<file path="src/rtl/zero_encode.sv">
// zero_encode: CAVLC total_zeros / run_before codeword generator.
// Emits one codeword per valid/ready handshake toward the packer.
module zero_encode #(
  parameter int MAX_COEFF = 16
) (
  input  logic        Clk,
  input  logic        Reset,
  input  logic        Start,
  input  logic [4:0]  TotalCoeff,
  input  logic [3:0]  TotalZeroes,
  input  logic [63:0] RunBefore,
  output logic [10:0] CodeBits,
  output logic [3:0]  CodeLen,
  output logic        CodeValid,
  input  logic        CodeReady,
  output logic        Busy,
  output logic        Done,
  output logic        Err
);

  localparam logic [4:0] MAXC = 5'(MAX_COEFF);

  typedef enum logic [1:0] {
    IDLE,
    TOTAL_ZERO,
    ZERO_RUN,
    DONE
  } state_t;

  state_t state, state_nxt;

  logic [4:0]  tc;
  logic [3:0]  tz;
  logic [63:0] runs;
  logic [3:0]  zl;
  logic [3:0]  idx;
  logic        err;

  logic [3:0]  run;
  logic [3:0]  r;
  logic        clamp;
  logic        tz_bad;
  logic        hs;
  logic        last_run;
  logic [2:0]  ctx;
  logic [14:0] tz_cw;
  logic [14:0] rb_cw;

  // {len, bits} for total_zeros, 4x4 tables indexed by TotalCoeff
  function automatic logic [14:0] tz_code(
    input logic [4:0] c_tc,
    input logic [3:0] c_tz
  );
    logic [14:0] c;
    c = {4'd1, 11'd0};
    case (c_tc)
      5'd1: case (c_tz)
        4'd0:  c = {4'd1, 11'b1};
        4'd1:  c = {4'd3, 11'b011};
        4'd2:  c = {4'd3, 11'b010};
        4'd3:  c = {4'd4, 11'b0011};
        4'd4:  c = {4'd4, 11'b0010};
        4'd5:  c = {4'd5, 11'b00011};
        4'd6:  c = {4'd5, 11'b00010};
        4'd7:  c = {4'd6, 11'b000011};
        4'd8:  c = {4'd6, 11'b000010};
        4'd9:  c = {4'd7, 11'b0000011};
        4'd10: c = {4'd7, 11'b0000010};
        4'd11: c = {4'd8, 11'b00000011};
        4'd12: c = {4'd8, 11'b00000010};
        4'd13: c = {4'd9, 11'b000000011};
        4'd14: c = {4'd9, 11'b000000010};
        default: c = {4'd9, 11'b000000001};
      endcase
      5'd2: case (c_tz)
        4'd0:  c = {4'd3, 11'b111};
        4'd1:  c = {4'd3, 11'b110};
        4'd2:  c = {4'd3, 11'b101};
        4'd3:  c = {4'd3, 11'b100};
        4'd4:  c = {4'd3, 11'b011};
        4'd5:  c = {4'd4, 11'b0101};
        4'd6:  c = {4'd4, 11'b0100};
        4'd7:  c = {4'd4, 11'b0011};
        4'd8:  c = {4'd4, 11'b0010};
        4'd9:  c = {4'd5, 11'b00011};
        4'd10: c = {4'd5, 11'b00010};
        4'd11: c = {4'd6, 11'b000011};
        4'd12: c = {4'd6, 11'b000010};
        4'd13: c = {4'd6, 11'b000001};
        4'd14: c = {4'd6, 11'b000000};
        default: ;
      endcase
      5'd3: case (c_tz)
        4'd0:  c = {4'd4, 11'b0101};
        4'd1:  c = {4'd3, 11'b111};
        4'd2:  c = {4'd3, 11'b110};
        4'd3:  c = {4'd3, 11'b101};
        4'd4:  c = {4'd4, 11'b0100};
        4'd5:  c = {4'd4, 11'b0011};
        4'd6:  c = {4'd3, 11'b100};
        4'd7:  c = {4'd3, 11'b011};
        4'd8:  c = {4'd4, 11'b0010};
        4'd9:  c = {4'd5, 11'b00011};
        4'd10: c = {4'd5, 11'b00010};
        4'd11: c = {4'd6, 11'b000001};
        4'd12: c = {4'd5, 11'b00001};
        4'd13: c = {4'd6, 11'b000000};
        default: ;
      endcase
      5'd4: case (c_tz)
        4'd0:  c = {4'd5, 11'b00011};
        4'd1:  c = {4'd3, 11'b111};
        4'd2:  c = {4'd4, 11'b0101};
        4'd3:  c = {4'd4, 11'b0100};
        4'd4:  c = {4'd3, 11'b110};
        4'd5:  c = {4'd3, 11'b101};
        4'd6:  c = {4'd3, 11'b100};
        4'd7:  c = {4'd4, 11'b0011};
        4'd8:  c = {4'd3, 11'b011};
        4'd9:  c = {4'd4, 11'b0010};
        4'd10: c = {4'd5, 11'b00010};
        4'd11: c = {4'd5, 11'b00001};
        4'd12: c = {4'd5, 11'b00000};
        default: ;
      endcase
      5'd5: case (c_tz)
        4'd0:  c = {4'd4, 11'b0101};
        4'd1:  c = {4'd4, 11'b0100};
        4'd2:  c = {4'd4, 11'b0011};
        4'd3:  c = {4'd3, 11'b111};
        4'd4:  c = {4'd3, 11'b110};
        4'd5:  c = {4'd3, 11'b101};
        4'd6:  c = {4'd3, 11'b100};
        4'd7:  c = {4'd3, 11'b011};
        4'd8:  c = {4'd4, 11'b0010};
        4'd9:  c = {4'd5, 11'b00001};
        4'd10: c = {4'd4, 11'b0001};
        4'd11: c = {4'd5, 11'b00000};
        default: ;
      endcase
      5'd6: case (c_tz)
        4'd0:  c = {4'd6, 11'b000001};
        4'd1:  c = {4'd5, 11'b00001};
        4'd2:  c = {4'd3, 11'b111};
        4'd3:  c = {4'd3, 11'b110};
        4'd4:  c = {4'd3, 11'b101};
        4'd5:  c = {4'd3, 11'b100};
        4'd6:  c = {4'd3, 11'b011};
        4'd7:  c = {4'd3, 11'b010};
        4'd8:  c = {4'd4, 11'b0001};
        4'd9:  c = {4'd3, 11'b001};
        4'd10: c = {4'd6, 11'b000000};
        default: ;
      endcase
      5'd7: case (c_tz)
        4'd0:  c = {4'd6, 11'b000001};
        4'd1:  c = {4'd5, 11'b00001};
        4'd2:  c = {4'd3, 11'b101};
        4'd3:  c = {4'd3, 11'b100};
        4'd4:  c = {4'd3, 11'b011};
        4'd5:  c = {4'd2, 11'b11};
        4'd6:  c = {4'd3, 11'b010};
        4'd7:  c = {4'd4, 11'b0001};
        4'd8:  c = {4'd3, 11'b001};
        4'd9:  c = {4'd6, 11'b000000};
        default: ;
      endcase
      5'd8: case (c_tz)
        4'd0:  c = {4'd6, 11'b000001};
        4'd1:  c = {4'd4, 11'b0001};
        4'd2:  c = {4'd5, 11'b00001};
        4'd3:  c = {4'd3, 11'b011};
        4'd4:  c = {4'd2, 11'b11};
        4'd5:  c = {4'd2, 11'b10};
        4'd6:  c = {4'd3, 11'b010};
        4'd7:  c = {4'd3, 11'b001};
        4'd8:  c = {4'd6, 11'b000000};
        default: ;
      endcase
      5'd9: case (c_tz)
        4'd0:  c = {4'd6, 11'b000001};
        4'd1:  c = {4'd6, 11'b000000};
        4'd2:  c = {4'd4, 11'b0001};
        4'd3:  c = {4'd2, 11'b11};
        4'd4:  c = {4'd2, 11'b10};
        4'd5:  c = {4'd3, 11'b001};
        4'd6:  c = {4'd2, 11'b01};
        4'd7:  c = {4'd5, 11'b00001};
        default: ;
      endcase
      5'd10: case (c_tz)
        4'd0:  c = {4'd5, 11'b00001};
        4'd1:  c = {4'd5, 11'b00000};
        4'd2:  c = {4'd3, 11'b001};
        4'd3:  c = {4'd2, 11'b11};
        4'd4:  c = {4'd2, 11'b10};
        4'd5:  c = {4'd2, 11'b01};
        4'd6:  c = {4'd4, 11'b0001};
        default: ;
      endcase
      5'd11: case (c_tz)
        4'd0:  c = {4'd4, 11'b0000};
        4'd1:  c = {4'd4, 11'b0001};
        4'd2:  c = {4'd3, 11'b001};
        4'd3:  c = {4'd3, 11'b010};
        4'd4:  c = {4'd1, 11'b1};
        4'd5:  c = {4'd3, 11'b011};
        default: ;
      endcase
      5'd12: case (c_tz)
        4'd0:  c = {4'd4, 11'b0000};
        4'd1:  c = {4'd4, 11'b0001};
        4'd2:  c = {4'd2, 11'b01};
        4'd3:  c = {4'd1, 11'b1};
        4'd4:  c = {4'd3, 11'b001};
        default: ;
      endcase
      5'd13: case (c_tz)
        4'd0:  c = {4'd3, 11'b000};
        4'd1:  c = {4'd3, 11'b001};
        4'd2:  c = {4'd1, 11'b1};
        4'd3:  c = {4'd2, 11'b01};
        default: ;
      endcase
      5'd14: case (c_tz)
        4'd0:  c = {4'd2, 11'b00};
        4'd1:  c = {4'd2, 11'b01};
        4'd2:  c = {4'd1, 11'b1};
        default: ;
      endcase
      5'd15: case (c_tz)
        4'd0:  c = {4'd1, 11'b0};
        4'd1:  c = {4'd1, 11'b1};
        default: ;
      endcase
      default: ;
    endcase
    return c;
  endfunction

  // {len, bits} for run_before; context 7 stands for ZeroesLeft > 6
  function automatic logic [14:0] rb_code(
    input logic [2:0] c_ctx,
    input logic [3:0] c_r
  );
    logic [14:0] c;
    c = {4'd1, 11'd0};
    if (c_ctx == 3'd7) begin
      if (c_r < 4'd7)
        c = {4'd3, 8'd0, 3'd7 - c_r[2:0]};
      else
        c = {c_r - 4'd3, 11'd1};
    end else begin
      case ({c_ctx, c_r[2:0]})
        6'o10: c = {4'd1, 11'b1};
        6'o11: c = {4'd1, 11'b0};
        6'o20: c = {4'd1, 11'b1};
        6'o21: c = {4'd2, 11'b01};
        6'o22: c = {4'd2, 11'b00};
        6'o30: c = {4'd2, 11'b11};
        6'o31: c = {4'd2, 11'b10};
        6'o32: c = {4'd2, 11'b01};
        6'o33: c = {4'd2, 11'b00};
        6'o40: c = {4'd2, 11'b11};
        6'o41: c = {4'd2, 11'b10};
        6'o42: c = {4'd2, 11'b01};
        6'o43: c = {4'd3, 11'b001};
        6'o44: c = {4'd3, 11'b000};
        6'o50: c = {4'd2, 11'b11};
        6'o51: c = {4'd2, 11'b10};
        6'o52: c = {4'd3, 11'b011};
        6'o53: c = {4'd3, 11'b010};
        6'o54: c = {4'd3, 11'b001};
        6'o55: c = {4'd3, 11'b000};
        6'o60: c = {4'd2, 11'b11};
        6'o61: c = {4'd3, 11'b000};
        6'o62: c = {4'd3, 11'b001};
        6'o63: c = {4'd3, 11'b011};
        6'o64: c = {4'd3, 11'b010};
        6'o65: c = {4'd3, 11'b101};
        6'o66: c = {4'd3, 11'b100};
        default: ;
      endcase
    end
    return c;
  endfunction

  assign run   = runs[{idx, 2'b00} +: 4];
  assign clamp = run > zl;
  assign r     = clamp ? zl : run;
  assign ctx   = (zl > 4'd6) ? 3'd7 : zl[2:0];

  assign tz_bad   = ({2'b00, tz} + {1'b0, tc}) > 6'(MAX_COEFF);
  assign tz_cw    = tz_bad ? {4'd1, 11'd0} : tz_code(tc, tz);
  assign rb_cw    = rb_code(ctx, r);
  assign last_run = ({1'b0, idx} + 5'd1) == (tc - 5'd1);

  always_ff @(posedge Clk) begin
    if (Reset) begin
      state <= IDLE;
      tc    <= '0;
      tz    <= '0;
      runs  <= '0;
      zl    <= '0;
      idx   <= '0;
      err   <= 1'b0;
    end else begin
      state <= state_nxt;
      case (state)
        IDLE: if (Start) begin
          tc   <= TotalCoeff;
          tz   <= TotalZeroes;
          runs <= RunBefore;
          err  <= 1'b0;
        end
        TOTAL_ZERO: if (hs) begin
          zl  <= tz;
          idx <= '0;
          err <= tz_bad;
        end
        ZERO_RUN: if (hs) begin
          zl  <= zl - r;
          idx <= idx + 4'd1;
          err <= err | clamp;
        end
        default: ;
      endcase
    end
  end

  always_comb begin
    state_nxt = state;
    CodeValid = 1'b0;
    CodeBits  = '0;
    CodeLen   = '0;
    Busy      = 1'b1;
    Done      = 1'b0;
    Err       = 1'b0;
    hs        = 1'b0;
    case (state)
      IDLE: begin
        Busy = 1'b0;
        if (Start)
          state_nxt = (TotalCoeff == 5'd0 || TotalCoeff == MAXC)
                    ? DONE : TOTAL_ZERO;
      end
      TOTAL_ZERO: begin
        CodeValid           = 1'b1;
        {CodeLen, CodeBits} = tz_cw;
        hs                  = CodeReady;
        if (CodeReady)
          state_nxt = (tz == 4'd0 || tc == 5'd1) ? DONE : ZERO_RUN;
      end
      ZERO_RUN: begin
        CodeValid           = 1'b1;
        {CodeLen, CodeBits} = rb_cw;
        hs                  = CodeReady;
        if (CodeReady)
          state_nxt = (zl == r || last_run) ? DONE : ZERO_RUN;
      end
      DONE: begin
        Done      = 1'b1;
        Err       = err;
        state_nxt = IDLE;
      end
      default: state_nxt = IDLE;
    endcase
  end

endmodule

</file>
<file path="config.mk">
export PLATFORM = sky130hd
export DESIGN_NAME = zero_encode
export DESIGN_NICKNAME = d
export VERILOG_FILES = /design/src/rtl/zero_encode.sv
export SDC_FILE = /design/constraint.sdc
export NUM_CORES = 1
export LEC_CHECK = 0
export CAP_MARGIN = 0
export CORE_MARGIN = 5
export CORE_UTILIZATION = 50
export CTS_BUF_LIST = sky130_fd_sc_hd__clkbuf_8 sky130_fd_sc_hd__clkbuf_16
export DETAILED_ROUTE_END_ITERATION = 16
export GPL_TIMING_DRIVEN = 1
export PLACE_DENSITY = 0.74
export SLEW_MARGIN = 20
export SYNTH_ARGS = -nofsm -noshare
export SYNTH_HDL_FRONTEND = slang
export SYNTH_SLANG_ARGS = --single-unit
</file>
<file path="constraint.sdc">
create_clock -name Clk -period 4.6 [get_ports Clk]
set_clock_uncertainty 0.15 [all_clocks]
set_input_delay 0.69 -clock Clk [delete_from_list [all_inputs] [get_ports Clk]]
set_output_delay 0.69 -clock Clk [all_outputs]
set_load 0.05 [all_outputs]
</file>
# Word level (Yosys, flattened, before mapping)
# Memories as Yosys holds them, arrays and structs flattened. A register that Yosys moved wholly into a read port is not among the register bits.
# Cells that the tools add are included.
[totals]
romBits = 96
wordCells = 157
regBits = 84
mem_count = 1
[mem_list]
columns = ["name", "words", "word_bits", "read_ports", "rd_clocked_by_memory_dff", "wr", "line", "rtl"]
rows = [
  ["(no name shown)", 16, 6, 1, 1, 0, "57", "5'd1: case (c_tz)"],
]
[classes]
reduce_logical = 22
order_cmp = 4
bitwise = 1
n_mux = 47
n_shift = 1
n_eq_ne = 67
n_addsub = 7
[ops]
columns = ["operator", "n"]
rows = [
  ["one-hot mux 15 bit (15 select lines)", 1],
  ["one-hot mux 14 bit (15 select lines)", 1],
  ["one-hot mux 14 bit (14 select lines)", 1],
  ["one-hot mux 14 bit (13 select lines)", 1],
  ["one-hot mux 14 bit (12 select lines)", 1],
  ["one-hot mux 14 bit (11 select lines)", 1],
  ["one-hot mux 13 bit (11 select lines)", 1],
  ["one-hot mux 14 bit (10 select lines)", 1],
  ["one-hot mux 14 bit (9 select lines)", 1],
  ["one-hot mux 14 bit (8 select lines)", 1],
  ["== test 6 bit, second input constant", 18],
  ["one-hot mux 14 bit (7 select lines)", 1],
  ["one-hot mux 14 bit (6 select lines)", 1],
  ["one-hot mux 14 bit (5 select lines)", 1],
  ["variable part select 64 x 7 -> 4 bit", 1],
  ["one-hot mux 13 bit (4 select lines)", 1],
  ["2-to-1 mux 15 bit", 3],
  ["== test 6 x 5 -> 1 bit, second input constant", 7],
  ["== test 5 x 4 -> 1 bit, second input constant", 8],
  ["one-hot mux 13 bit (3 select lines)", 1],
  ["== test 4 bit, second input constant", 7],
  ["2-to-1 mux 4 bit", 7],
  ["one-hot mux 4 bit (2 select lines)", 3],
  ["one-hot mux 11 bit (2 select lines)", 1],
  ["43 further kinds", 79],
]

# Longest topological paths before layout
[depth]
depth_word = 8
ltp_mapped = 20

# Worst setup path before layout
# OpenSTA, ideal clock, no wires.
[synth_timing]
path_kind = "flip-flop to output port"
startpoint = "register idx[0]"
endpoint = "output port CodeLen[3]"
t_arrival_ps = 4727
path_buffers = 3
required_ps = 3760
path_stages_with_launch = 14
slack_ps = -967
path_cell_list = "dfxtp_1 > buf_6 > mux4_1 > mux4_2 > buf_6 > ha_1 > nand2_1 > o21ai_0 > nand2_1 > mux2_2 > buf_2 > a21oi_1 > or3b_2 > a21boi_0"
[synth_between]
elab_chain_cells = 7
[synth_lines]
columns = ["item", "line", "rtl"]
rows = [
  ["from (decl)", "36", "logic [3:0] idx;"],
  ["from (signal assigned)", "323", "idx <= idx + 4'd1;"],
  ["variable part select 64 x 7 -> 4 bit (*)", "288", "assign run = runs[{idx, 2'b00} +: 4];"],
  ["> comparator 4 bit", "289", "assign clamp = run > zl;"],
  ["2-to-1 mux 4 bit (*)", "290", "assign r = clamp ? zl : run;"],
  ["subtractor 4 x 2 -> 4 bit / less-than comparator 4 x 3 -> 1 bit (equally long branches)", "252, 249", ""],
  ["2-to-1 mux 15 bit (*)", "249", "if (c_r < 4'd7)"],
  ["2-to-1 mux 15 bit (*)", "248", "if (c_ctx == 3'd7) begin"],
  ["one-hot mux 4 bit (2 select lines) (*)", "340", "case (state)"],
  ["to (decl)", "13", "output logic [3:0] CodeLen,"],
]
# Mark *: on every way between the ends. The rest lies on a longest branch, timed or not.

# Worst setup path after layout
[layout_timing]
startpoint = "register idx[0]"
endpoint = "output port CodeBits[0]"
[layout_between]
elab_chain_cells = 8
[layout_lines]
columns = ["item", "line", "rtl"]
rows = [
  ["variable part select 64 x 7 -> 4 bit (*)", "288", ""],
  ["> comparator 4 bit", "289", ""],
  ["2-to-1 mux 4 bit (*)", "290", ""],
  ["== test 6 bit (tied with other cells)", "254", "case ({c_ctx, c_r[2:0]})"],
  ["OR reduction 4 bit (no line) (tied with other cells)", "n/a", ""],
  ["one-hot mux 13 bit (11 select lines)", "254", ""],
  ["2-to-1 mux 15 bit (*)", "248", ""],
  ["one-hot mux 11 bit (2 select lines) (*)", "340", ""],
  ["to (decl)", "12", "output logic [10:0] CodeBits,"],
]
# Marks and branches as above.

==> load_flow_metrics.sql <==
INSERT INTO impl_metrics (metric_group, metric, value, unit) VALUES
('timing', 'fraction_of_the_cycle_the_final_worst_path_needs', '106', '%'),
('global_routing', 'globalRoute.totalOverflow', '0', ''),
('logic_synthesis', 'mappedNetlistArea', '0.00667', 'mm²'),
('detailed_routing', 'drtAntennaViolNets', '0', ''),
('setup_path', 'timing.critical_path.buf_inv', '2', ''),
('die', 'die_width', '125', 'µm'),
('timing', 'setup-violations-final', '7', ''),
('power', 'power', '0.00468', 'W'),
('timing', 'setup_ws', '-0.279', 'ns'),
('detailed_routing', 'post_drt_wl_per_cell', '17.5', 'µm'),
('clock_network', 'clock_latency', '0.35', 'ns'),
('setup_path', 'worst_path_max_delay_cell', 'sky130_fd_sc_hd__or4_4', ''),
('final_layout', 'areaGrowthSynthToFinish', '31.2', '%'),
('worst_hold_path', 'whs_path_depth', '2', ''),
('logic_synthesis', 'synth_seq_area_share', '27.0', '%'),
('clock_network', 'tritoncts', 'built', ''),
('placement', 'hpwlAfterDp', '14300', 'µm'),
('logic_synthesis', 'synth_seq_cells', '90', ''),
('worst_hold_path', 'hold_path_end', 'runs[44]', ''),
('power', 'power.leakage', '3.24', 'nW'),
('placement', 'port_bufs', '87', ''),
('clock_network', 'cts_htree_levels', '3', ''),
('clock_network', 'numClockSinks', '90', ''),
('timing', 'slew_headroom', '34.0', '%'),
('timing', 'timing_worst_slew_pin_value', '0.977', 'ns'),
('setup_path', 'r2r_start', 'idx[0]', ''),
('setup_path', 'arrival_time_at_the_worst_endpoint', '4.04', 'ns'),
('detailed_routing', 'detail_route.drc_violations', '0', ''),
('detailed_routing', 'routed_wl', '20600', 'µm'),
('clock_network', 'ctsLongestPathBuffers', '2', ''),
('run_status', 'failing_checks', 'setup timing', ''),
('logic_synthesis', 'synth_top_flop_cell', 'sky130_fd_sc_hd__dfxtp_1', ''),
('placement', 'dp.cells', '1151', ''),
('setup_path', 'critical-path-top-delay-family', 'simple AND/OR/NAND/NOR gates', ''),
('detailed_routing', 'drt-pass1-iter-count', '5', ''),
('detailed_routing', 'detail_route.iter0.violations', '817', ''),
('logic_synthesis', 'synth_edf_count', '0', ''),
('worst_hold_path', 'hp-class', 'reg -> reg', ''),
('logic_synthesis', 'postSynthCellCount', '903', ''),
('global_routing', 'grt_pass1_wl', '32800', 'µm'),
('detailed_routing', 'vias_per_cell', '5.99', ''),
('global_routing', 'largest_net_degree_at_the_start_of_global_routing', '85', ''),
('logic_synthesis', 'number_of_warning_messages_in_the_yosys_log', '0', ''),
('final_layout', 'num_antenna_cells', '0', ''),
('final_layout', 'final_nets', '1096', ''),
('logic_synthesis', 'syn_avg_cell_area', '7.38', 'µm²'),
('final_layout', 'final_cells', '1174', ''),
('setup_path', 'timing.critical_path.slowest_cell_delay', '0.54', 'ns'),
('final_layout', 'post-route-cell-area', '0.00874', 'mm²'),
('placement', 'post_dp_cell_area', '0.00801', 'mm²'),
('clock_network', 'clock-root-buffer', 'sky130_fd_sc_hd__clkbuf_16', ''),
('global_routing', 'grt_antenna_before_repair', '0', ''),
('worst_hold_path', 'hold_path_startpoint', 'runs[44]', ''),
('final_layout', 'drive_above_1_share', '16.9', '%'),
('setup_path', 'critPathCaptureType', 'output port', ''),
('power', 'ir_drop', '0.254', 'mV'),
('timing', 'final_period_minus_worst_setup_slack', '4.88', 'ns'),
('setup_path', 'critical_path.startpoint_type', 'flop', ''),
('setup_path', 'worst-r2r-cell-count', '21', ''),
('die', 'floorplan.die.height', '125', 'µm'),
('logic_synthesis', 'synth-async-reset-ratio', '0', '%'),
('logic_synthesis', 'post_synth_num_cell_types', '81', ''),
('global_routing', 'global_route.usage.total', '24.9', '%'),
('die', 'die_area', '0.0157', 'mm²'),
('clock_network', 'cts_hold_buffers', '0', ''),
('timing', 'final_max_slew_viol_count', '0', ''),
('setup_path', 'crit_path_cell_trace', 'buf_6 > mux4_2 > nor2b_1 > a211oi_2 > a21oi_2 > ha_4 > nor2_2 > a41oi_4 > and2_4 > nor3_2 > a222oi_1 > nor2_1 > or4_4 > o2bb2ai_4 > buf_8', ''),
('clock_network', 'numCtsBuffers', '9', ''),
('clock_network', 'cts.reportedPaths.clkPinSlew', '0.07', 'ns'),
('run_status', 'status', 'complete, but fails checks', ''),
('job', 'total_of_max_cap_violations', '0', '');
## power breakdown
group,total (W),switching [W],leakage (nW),internal (W)
logic,0.00274,0.00155,2.33,0.00119
clock network,0.000874,0.000334,0.173,0.000541
registers,0.00106,0.000126,0.738,0.000937
total,0.00468,0.00201,3.24,0.00267
## kinds of logic after synthesis
logic type               share of synthesized area (%)
other                                           0.0563
adder cells (fa/ha/maj)                           5.14
AO/OA/AOI/OAI                                     26.6
AND/OR/NAND/NOR                                   23.8
buffers and inverters                             6.72
multiplexers                                      8.35
flip-flops                                        27.0
XOR/XNOR                                          2.35
## how the worst max path moves through the flow
stage | from | end | cells after the start
after global placement | idx[0] | CodeBits[0] | 16
after global routing | idx[0] | CodeBits[0] | 16
after floorplan | idx[0] | CodeLen[3] | 12
after CTS | idx[0] | CodeLen[1] | 15
after detailed placement | idx[0] | CodeLen[1] | 18
final | idx[0] | CodeBits[0] | 15
## cell usage after synthesis (7+ instances only)
master                     instances  area share [%]
sky130_fd_sc_hd__nor2b_1           9            0.84
sky130_fd_sc_hd__nand3_1          21             1.6
sky130_fd_sc_hd__inv_1            22             1.2
sky130_fd_sc_hd__nand2_1         188              11
sky130_fd_sc_hd__o21ai_0          43             3.2
sky130_fd_sc_hd__mux4_2            9             3.0
sky130_fd_sc_hd__a22oi_1           9             1.0
sky130_fd_sc_hd__ha_1             25             4.7
sky130_fd_sc_hd__nand4_1           7            0.66
sky130_fd_sc_hd__a211oi_1         10             1.1
sky130_fd_sc_hd__nor2_1           55             3.1
sky130_fd_sc_hd__o22ai_1          12             1.1
sky130_fd_sc_hd__mux2i_1          11             1.7
sky130_fd_sc_hd__dfxtp_1          90              27
sky130_fd_sc_hd__buf_4             9             1.0
sky130_fd_sc_hd__xnor2_1          11             1.4
sky130_fd_sc_hd__a21o_1            8            0.90
sky130_fd_sc_hd__mux4_1            8             3.2
sky130_fd_sc_hd__a21oi_1         131             9.8
sky130_fd_sc_hd__clkbuf_1         60             3.4
sky130_fd_sc_hd__nor3_1           20             1.5
## registers in the layout (all words and copies together) (netlist names), named ones only
name	flops
tz	4
err	1
idx	4
runs	64
tc	5
state	2
zl	4
## what timing repair did
action	4_1_cts	5_1_grt
buffers inserted	2	6
gates cloned	0	0
hold endpoints to repair	0	0
pin swaps	17	24
gates resized for setup	32	37
endpoints found under the setup margin	7	7
## worst register-to-register path: stages, from the launching register on
cell	delay (ns)
sky130_fd_sc_hd__dfxtp_2	0.36
sky130_fd_sc_hd__buf_12	0.14
sky130_fd_sc_hd__mux4_2	0.50
sky130_fd_sc_hd__mux4_2	0.53
sky130_fd_sc_hd__ha_4	0.33
sky130_fd_sc_hd__nand2_4	0.06
sky130_fd_sc_hd__o21ai_4	0.19
sky130_fd_sc_hd__nand2_4	0.10
sky130_fd_sc_hd__buf_6	0.14
sky130_fd_sc_hd__mux2i_4	0.19
sky130_fd_sc_hd__buf_4	0.18
sky130_fd_sc_hd__inv_2	0.06
sky130_fd_sc_hd__buf_4	0.11
sky130_fd_sc_hd__buf_4	0.10
sky130_fd_sc_hd__ha_1	0.20
sky130_fd_sc_hd__inv_1	0.06
sky130_fd_sc_hd__ha_1	0.20
sky130_fd_sc_hd__nor3_1	0.17
sky130_fd_sc_hd__a21oi_1	0.06
sky130_fd_sc_hd__o221ai_1	0.18
sky130_fd_sc_hd__o211ai_1	0.11
sky130_fd_sc_hd__a21oi_1	0.17
## area by class of cell
| type | instances | area [µm²] |
|---|---|---|
| timing repair buffer | 152 | 1460 |
| clock inverter | 7 | 128 |
| clock buffer | 9 | 225 |
| multi-input combinational | 715 | 4820 |
| tap | 176 | 220 |
| sequential | 90 | 1800 |
| inverter | 25 | 93.8 |
| fill | 1108 | 4400 |
## through the flow
| step | util, % | TNS, ns |
|---|---|---|
| after floorplan | - | -0.0243 |
| after global placement | 61.0 | 0 |
| after detailed placement | 61.0 | -0.0327 |
| after CTS | 64.8 | -0.934 |
| after global routing | 66.5 | -2.17 |
| final | 66.5 | -1.17 |
## layer usage
metal  GRT usage, %  wire, µm  vias to the layer above  share of wire (%)
met5              0         0                        -                  0
li1               -         -                     3412                  -
met3           4.22      1450                       42                7.0
met2           39.3      9740                      294                 47
met1           34.3      8810                     3285                 43
met4           9.50       586                        0                2.8
(Power assumes the default switching activity.)
